--- config.mk ---
export PLATFORM = sky130hd
export DESIGN_NAME = multiplier_flat
export DESIGN_NICKNAME = d
export VERILOG_FILES = /design/src/rtl/multiplier_if.sv /design/src/rtl/multiplier.sv /design/src/flat_wrapper.sv
export SDC_FILE = /design/constraint.sdc
export NUM_CORES = 1
export LEC_CHECK = 0
export ABC_AREA = 1
export CORE_MARGIN = 3
export CORE_UTILIZATION = 58
export CTS_BUF_LIST = sky130_fd_sc_hd__clkbuf_8 sky130_fd_sc_hd__clkbuf_16
export DETAILED_ROUTE_END_ITERATION = 7
export PLACE_DENSITY = 0.81
export SYNTH_ARGS = -nofsm -noshare
export SYNTH_HDL_FRONTEND = slang
export SYNTH_SLANG_ARGS = --single-unit
--- constraint.sdc ---
create_clock -name clk -period 2.92 [get_ports clk]
set_input_delay 0.876 -clock clk [delete_from_list [all_inputs] [get_ports clk]]
set_output_delay 0.876 -clock clk [all_outputs]
set_load 0.01 [all_outputs]
--- src/rtl/multiplier_if.sv ---
// Handshake/operand bundle for the shift-and-add multiplier.
// The optional addend signal exists only when MULT_ADDEND_EN is defined.
interface multiplier_if #(
   parameter int M = 26,
   parameter int N = 14
);
   logic             start;
   logic [M-1:0]     multiplicand;
   logic [N-1:0]     multiplier;
`ifdef MULT_ADDEND_EN
   logic [N-1:0]     addend;
`endif
   logic             busy;
   logic             done;
   logic [M+N-1:0]   product;

`ifdef MULT_ADDEND_EN
   modport master (output start, multiplicand, multiplier, addend,
                   input  busy, done, product);
   modport slave  (input  start, multiplicand, multiplier, addend,
                   output busy, done, product);
`else
   modport master (output start, multiplicand, multiplier,
                   input  busy, done, product);
   modport slave  (input  start, multiplicand, multiplier,
                   output busy, done, product);
`endif
endinterface

--- src/rtl/multiplier.sv ---
// Sequential shift-and-add unsigned multiplier, one multiplier bit per cycle.
// Fixed latency of N iterations; product register holds until the next result.
// Optional feature macro: MULT_ADDEND_EN -- accumulator starts at the addend,
// giving product = multiplicand * multiplier + addend.
module multiplier #(
   parameter int M = 26,
   parameter int N = 14
) (
   input  logic         clk,
   input  logic         rst_n,
   multiplier_if.slave  bus
);
   localparam int W  = M + N;
   localparam int CW = $clog2(N + 1);

   typedef enum logic [1:0] {S_IDLE, S_CALC, S_DONE} state_e;

   state_e          state_q, state_d;
   logic [CW-1:0]   count_q, count_d;
   logic [W-1:0]    a_sh_q, a_sh_d;
   logic [N-1:0]    b_q, b_d;
   logic [W-1:0]    acc_q, acc_d;
   logic [W-1:0]    product_q, product_d;
   logic [W-1:0]    acc_sum;
   logic            accept;
   logic            last_iter;

   assign accept    = (state_q == S_IDLE) && bus.start;
   assign last_iter = (count_q == CW'(N - 1));
   // Partial-product add; cannot overflow W bits even with a full addend.
   assign acc_sum   = acc_q + (b_q[0] ? a_sh_q : '0);

   // FSM state register
   always_ff @(posedge clk or negedge rst_n) begin
      if (!rst_n) state_q <= S_IDLE;
      else        state_q <= state_d;
   end

   // FSM next-state: IDLE -> CALC (N cycles) -> DONE (1 cycle) -> IDLE
   always_comb begin
      state_d = state_q;
      case (state_q)
         S_IDLE:  if (bus.start) state_d = S_CALC;
         S_CALC:  if (last_iter) state_d = S_DONE;
         S_DONE:  state_d = S_IDLE;
         default: state_d = S_IDLE;
      endcase
   end

   // FSM outputs: decoded straight from registered state, no input paths
   always_comb begin
      bus.busy    = (state_q != S_IDLE);
      bus.done    = (state_q == S_DONE);
      bus.product = product_q;
   end

   // Datapath next-state: load on accept, shift/accumulate during CALC
   always_comb begin
      count_d   = count_q;
      a_sh_d    = a_sh_q;
      b_d       = b_q;
      acc_d     = acc_q;
      product_d = product_q;
      if (accept) begin
         a_sh_d  = W'(bus.multiplicand);
         b_d     = bus.multiplier;
`ifdef MULT_ADDEND_EN
         acc_d   = W'(bus.addend);
`else
         acc_d   = '0;
`endif
         count_d = '0;
      end else if (state_q == S_CALC) begin
         acc_d   = acc_sum;
         a_sh_d  = a_sh_q << 1;
         b_d     = b_q >> 1;
         count_d = count_q + CW'(1);
         // Result register only moves on the edge entering DONE
         if (last_iter) product_d = acc_sum;
      end
   end

   // Datapath registers; reset discards any in-flight operation
   always_ff @(posedge clk or negedge rst_n) begin
      if (!rst_n) begin
         count_q   <= '0;
         a_sh_q    <= '0;
         b_q       <= '0;
         acc_q     <= '0;
         product_q <= '0;
      end else begin
         count_q   <= count_d;
         a_sh_q    <= a_sh_d;
         b_q       <= b_d;
         acc_q     <= acc_d;
         product_q <= product_d;
      end
   end
endmodule

--- src/flat_wrapper.sv ---
// flat-port wrapper written by rule: the top's interface ports become plain ports
module multiplier_flat 
#(
   parameter int M = 26,
   parameter int N = 14
)
  (clk, rst_n, bus_start, bus_multiplicand, bus_multiplier, bus_busy, bus_done, bus_product);
  multiplier_if #(.M(M), .N(N)) bus_i ();
  input  logic clk;
  input  logic rst_n;
  input wire logic [$bits(bus_i.start)-1:0] bus_start;
  input wire logic [$bits(bus_i.multiplicand)-1:0] bus_multiplicand;
  input wire logic [$bits(bus_i.multiplier)-1:0] bus_multiplier;
  output wire logic [$bits(bus_i.busy)-1:0] bus_busy;
  output wire logic [$bits(bus_i.done)-1:0] bus_done;
  output wire logic [$bits(bus_i.product)-1:0] bus_product;
  assign bus_i.start = bus_start;
  assign bus_i.multiplicand = bus_multiplicand;
  assign bus_i.multiplier = bus_multiplier;
  assign bus_busy = bus_i.busy;
  assign bus_done = bus_i.done;
  assign bus_product = bus_i.product;
  multiplier #(.M(M), .N(N)) u_core (.clk(clk), .rst_n(rst_n), .bus(bus_i));
endmodule
# Word-level counts from Yosys, hierarchy flattened
# Index checks and enable logic that the tools add are counted.
[word_totals]
register_bits = 140
input_bits = 43
output_inout_bits = 42
elab_cells = 32
[op_classes]
add_sub_neg = 2
n_eq_ne = 5
muxes = 12
bitwise_logic = 1
reduce_logical = 6
[ops]
columns = ["op", "n"]
rows = [
  ["2-to-1 mux 40 bit", 5],
  ["adder 40 bit", 1],
  ["2-to-1 mux 14 bit", 2],
  ["2-to-1 mux 4 bit", 2],
  ["adder 4 x 1 -> 4 bit (second input constant)", 1],
  ["equality test 4 bit (second input constant)", 1],
  ["2-to-1 mux 2 bit", 2],
  ["case mux 2 bit (2 select lines)", 1],
  ["nonzero test 2 bit", 2],
  ["AND reduction 3 bit", 1],
  ["equality test 2 x 1 -> 1 bit (second input constant)", 1],
  ["equality test 2 bit (second input constant)", 1],
  ["zero test 2 bit", 1],
  ["inequality test 2 x 1 -> 1 bit (second input constant)", 1],
  ["inequality test 2 bit (second input constant)", 1],
  ["AND reduction 2 bit", 1],
  ["logical AND 1 bit", 1],
  ["inverter 1 bit", 1],
]

# Longest topological paths before layout
[logic_depth]
ltp_word = 4
depth_mapped = 18
depth_no_buf = 16

# Worst setup path before layout
# Ideal clock, no wire load.
[synth_path]
path_type = "reg-to-reg"
start = "register u_core.b_q[0]"
end = "register u_core.acc_q[38]"
setup_time_ns = 0.117
arrival_ns = 2.167
required_ns = 2.803
setup_slack_ns = 0.635
stages_incl_launch_ff = 17
path_buffers = 2
period_less_slack_ns = 2.285
path_cell_list = "dfrtp_1 clkbuf_1 clkbuf_1 nand2_1 inv_1 ha_1 fa_1 nand3_1 nand3_2 nand2_1 nand2_1 nand2_1 nand3_2 nand2_1 nand3_1 nand3_1 nand2_1"
[synth_via]
elab_chain_len = 4
[synth_rtl]
columns = ["element", "line", "text"]
rows = [
  ["from (decl)", "multiplier.sv:21", "logic [N-1:0] b_q, b_d;"],
  ["from (signal assigned)", "multiplier.sv:88", "b_q <= '0;"],
  ["from (signal assigned)", "multiplier.sv:94", "b_q <= b_d;"],
  ["2-to-1 mux 40 bit", "multiplier.sv:31", "assign acc_sum = acc_q + (b_q[0] ? a_sh_q : '0);"],
  ["adder 40 bit", "multiplier.sv:31", ""],
  ["2-to-1 mux 40 bit", "multiplier.sv:73", "end else if (state_q == S_CALC) begin"],
  ["2-to-1 mux 40 bit", "multiplier.sv:64", "if (accept) begin"],
  ["to (signal assigned)", "multiplier.sv:89", "acc_q <= '0;"],
  ["to (signal assigned)", "multiplier.sv:95", "acc_q <= acc_d;"],
  ["to (decl)", "multiplier.sv:22", "logic [W-1:0] acc_q, acc_d;"],
]
# Every way passes these cells. The select of a mux whose other input is x is not followed.
# A chain may end at the register's enable or synchronous reset.

# Worst setup path in the final report
[layout_path]
start = "register u_core.b_q[0]"
end = "register u_core.acc_q[35]"
# The elaborated chain is that of the path after synthesis.

==> impl_results.md <==
* Status: finished, final reports clean
* All-Layer GR Usage at about 28%
* Multi-input gate area in the final layout at roughly 4300 µm²
* CTS Root Cell: clkbuf_16
* Final core occ at between 70% and 80%
* Num Clock Sinks at 140
* Crit path max fanout at 23
* WP buf/inv at 3
* Power Density at about 1200 nW/µm²
* Synth top area share at a little over 40%
* Initial Util at between 50% and 60%
* Most used cell, CP: nand2_1
* Chip height at 129 µm
* Clk_lat worst skew at 440 ps
* Ys async rst share at 100%
* Post-CTS Resized at 0
* PortBufs at 84
* Area contributors post-synth: dfrtp_1 40%, nand2_1 22%, inv_1 8.8%
* Core Box Area at 14600 µm²
* Vias in the first global route at about 7600
* First drt pass iteration count at 6
* Unique cell type count in the Yosys netlist at 34
* Initial antenna violation count at 0
* Worst Setup Path Type: flip-flop to flip-flop
* Die Span X at approximately 130 µm
* Largest net degree at the start of global routing at 54
* TNS Setup at 0 ps
* Net count, final at between 1000 and 1500
* Final period utilization at between 80% and 90%
* Final WS setup at 313 ps
* Setup Skew at 13.9 ps
* Syn Area/Cell at a little under 7 µm²
* CP required at between 3000 and 4000 ps
* Number of fill cells in the layout at about 1200
* GPL Wtd Cong at 0.997
* Cell taking the most area after synthesis: dfrtp_1
* Via density at approximately 5.4
* DRT Wirelength at between 20 and 25 mm
* Area Growth Syn to Fin at 19.1%
* Worst Path Arrival at 2930 ps
* Number of buffers created by CTS at 17
* Sequential area share after synthesis at roughly two fifths
* Class of the worst hold path: primary input to asynchronous set/reset pin
* I/O pin total at between 80 and 90
* CTS tree: built
* WL/cell at roughly 15 µm
* Max incr delay on CP at around 500 ps
* Leak pwr at 5.76 nW
* Cell Chain, Critical Path: buf_4 -> nand2_1 -> inv_1 -> ha_1 -> nand2_1 -> inv_1 -> nand2_1 -> nor2_1 -> nand4_1 -> nand3_1 -> nand2_1 -> nand2_1 -> nand2_1 -> nand3_1 -> nand2_1
* Synth warnings at 0
* Type of destination of the critical path: flip-flop
* Synth Register Bits at between 100 and 150
* Cells after DPL at about 1500
* Normalized max-slew margin at 48.5%
* Hold Buf Count CTS at 0
* Iter 0 DRT Violations at 702
* Core Rows at 44
* Final global-route overflow total at 0
* Htree depth at 4
* # diodes at 0
* First-pass GRT wire length at approximately 37 mm
* Final Slew Violations at 0
* Fin. Hold Viols at 0
* Worst Tran Pin Value at 771 ps
* FF/Latch Area at ~3500 µm²
* Peak supply drop at 0.625 mV
* Full die area at 16500 µm²
* Reg clk slew, reported paths at approximately 70 ps
* DR DRC count at 0
* Syn Inst Count at between 1000 and 1500
* Crit start category: flip-flop
* Ratio of cells with drive above 1 in the final layout at between 5 and 6%
* Mapped cell area at 8710 µm²
* CP max stage cell: dfrtp_2
* Vias at approximately 8200
* Crit path max-delay family: simple AND/OR/NAND/NOR gates
* Syn_nets at 1336
* CTS max path bufs at 2
* Max-Cap Viols at 0
* Ys flop type: dfrtp_1
* Post-Layout Cell Count at roughly 1500
* Final setup viols at 0
* Antenna Violating Nets Remaining at 0
* DP Wirelength at 16.9 mm
* Post-place setup slack at around 280 ps
* Post-route minimum period at ~2600 ps
* EDFF count, synth at 0
* Fmax at around 380 MHz
* RSZ-0062 raised after global routing: no
* Post-CTS setup buffers at 0
## metrics by stage
stage | total power [W] | instance area [µm²] | hold WS (ps)
6_report | 0.0120 | 10400 | 341
5_1_grt | 0.0129 | 10400 | 368
4_1_cts | 0.0119 | 10400 | 365
3_5_place_dp | 0.00954 | 9760 | 466
3_3_place_gp | 0.00939 | 9760 | 461
2_1_floorplan | 0.00762 | 8710 | 449
## cells in the final DEF (no fill, tap or decap), types with 3 or more instances in the layout
master | synthesis | final
a31oi_1 | 4 | 4
buf_4 | 3 | 10
buf_12 | 0 | 3
inv_8 | 0 | 3
clkdlybuf4s50_1 | 0 | 83
nor2_4 | 4 | 5
clkbuf_16 | 0 | 17
xnor2_1 | 10 | 10
a21oi_1 | 31 | 31
nor3_1 | 4 | 4
nand2_2 | 8 | 8
nand3_1 | 74 | 74
o21ai_0 | 31 | 31
nand2_1 | 505 | 505
nand3b_1 | 10 | 10
ha_1 | 41 | 41
nand3_2 | 8 | 8
dfrtp_1 | 140 | 139
bufinv_16 | 0 | 3
nor2_1 | 75 | 74
a22o_1 | 3 | 3
o221ai_1 | 25 | 25
xor2_1 | 7 | 7
inv_1 | 205 | 206
o22ai_1 | 14 | 14
inv_6 | 0 | 3
## report_power, final
group	internal [W]	leakage (nW)	switching, W	total [W]
logic	0.00236	3.74	0.00381	0.00617
registers	0.00289	1.72	0.000610	0.00350
clock network	0.00136	0.301	0.000925	0.00229
total	0.00661	5.76	0.00534	0.0120
## cells by family (layout without fill, tap and decap cells)
logic type / count (synthesis) / in the layout / synth area share (%)
and+or+nand+nor: 693 / 693 / 32.7
buffers and inverters: 243 / 336 / 10.8
DFF: 140 / 140 / 40.2
AOI/OAI and AO/OA: 115 / 115 / 8.27
adders and majority gates: 42 / 42 / 6.12
xor gates and xnor gates: 17 / 17 / 1.71
muxes: 1 / 1 / 0.115
## metal layers
metal,share of wire [%],global-route usage [%],up-vias
li1,-,-,4050
met3,7.5,4.86,32
met1,47,42.8,3842
met5,0,0,-
met2,43,42.4,312
met4,1.9,8.77,0
## Yosys cell counts (2+ instances only)
| cell | count |
|---|---|
| a21oi_1 | 31 |
| a22o_1 | 3 |
| a31oi_1 | 4 |
| buf_2 | 17 |
| buf_4 | 3 |
| clkbuf_1 | 15 |
| dfrtp_1 | 140 |
| ha_1 | 41 |
| inv_1 | 205 |
| inv_2 | 2 |
| nand2_1 | 505 |
| nand2_2 | 8 |
| nand3_1 | 74 |
| nand3_2 | 8 |
| nand3b_1 | 10 |
| nand4_1 | 2 |
| nor2_1 | 75 |
| nor2_4 | 4 |
| nor3_1 | 4 |
| o211ai_1 | 2 |
| o21ai_0 | 31 |
| o21bai_1 | 2 |
| o221ai_1 | 25 |
| o22ai_1 | 14 |
| or2_1 | 2 |
| xnor2_1 | 10 |
| xor2_1 | 7 |
## registers in the layout, summed over array words and instances (netlist names)
signal / count
u_core.a_sh_q: 40
u_core.acc_q: 40
u_core.b_q: 14
u_core.bus.product: 40
u_core.count_q: 4
u_core.state_q: 2
## worst reg2reg max path, stage by stage (launching register included)
cell     delay (ps)
dfrtp_2         500
buf_4           260
nand2_1         130
inv_1            50
ha_1            340
nand2_1         110
inv_1            80
nand2_1          50
nor2_1          170
nand4_1         150
nand3_1         210
nand2_1         170
nand2_1          90
nand2_1          60
nand3_1          70
nand2_1          60
## worst paths after layout
path,slack [ps],cells after the start,from,endpoint
max,310,15,u_core.b_q[0],u_core.acc_q[35]
min,340,1,rst_n,u_core.bus.product[33]
max reg2reg,310,15,u_core.b_q[0],u_core.acc_q[35]
min reg2reg,470,2,u_core.bus.product[20],u_core.bus.product[20]
max in group asynchronous,1840,2,rst_n,u_core.b_q[0]
min in group clk,470,2,u_core.bus.product[20],u_core.bus.product[20]
## area by class of cell
| class | instances | share of cell area [%] |
|---|---|---|
| clock buffer | 17 | 4.10 |
| clock inverter | 15 | 1.81 |
| inverter | 207 | 7.49 |
| multi-input combinational | 868 | 41.2 |
| sequential | 140 | 33.8 |
| tap | 184 | 2.22 |
| timing repair buffer | 97 | 9.42 |
No activity file was read; power rests on OpenSTA's default activity.
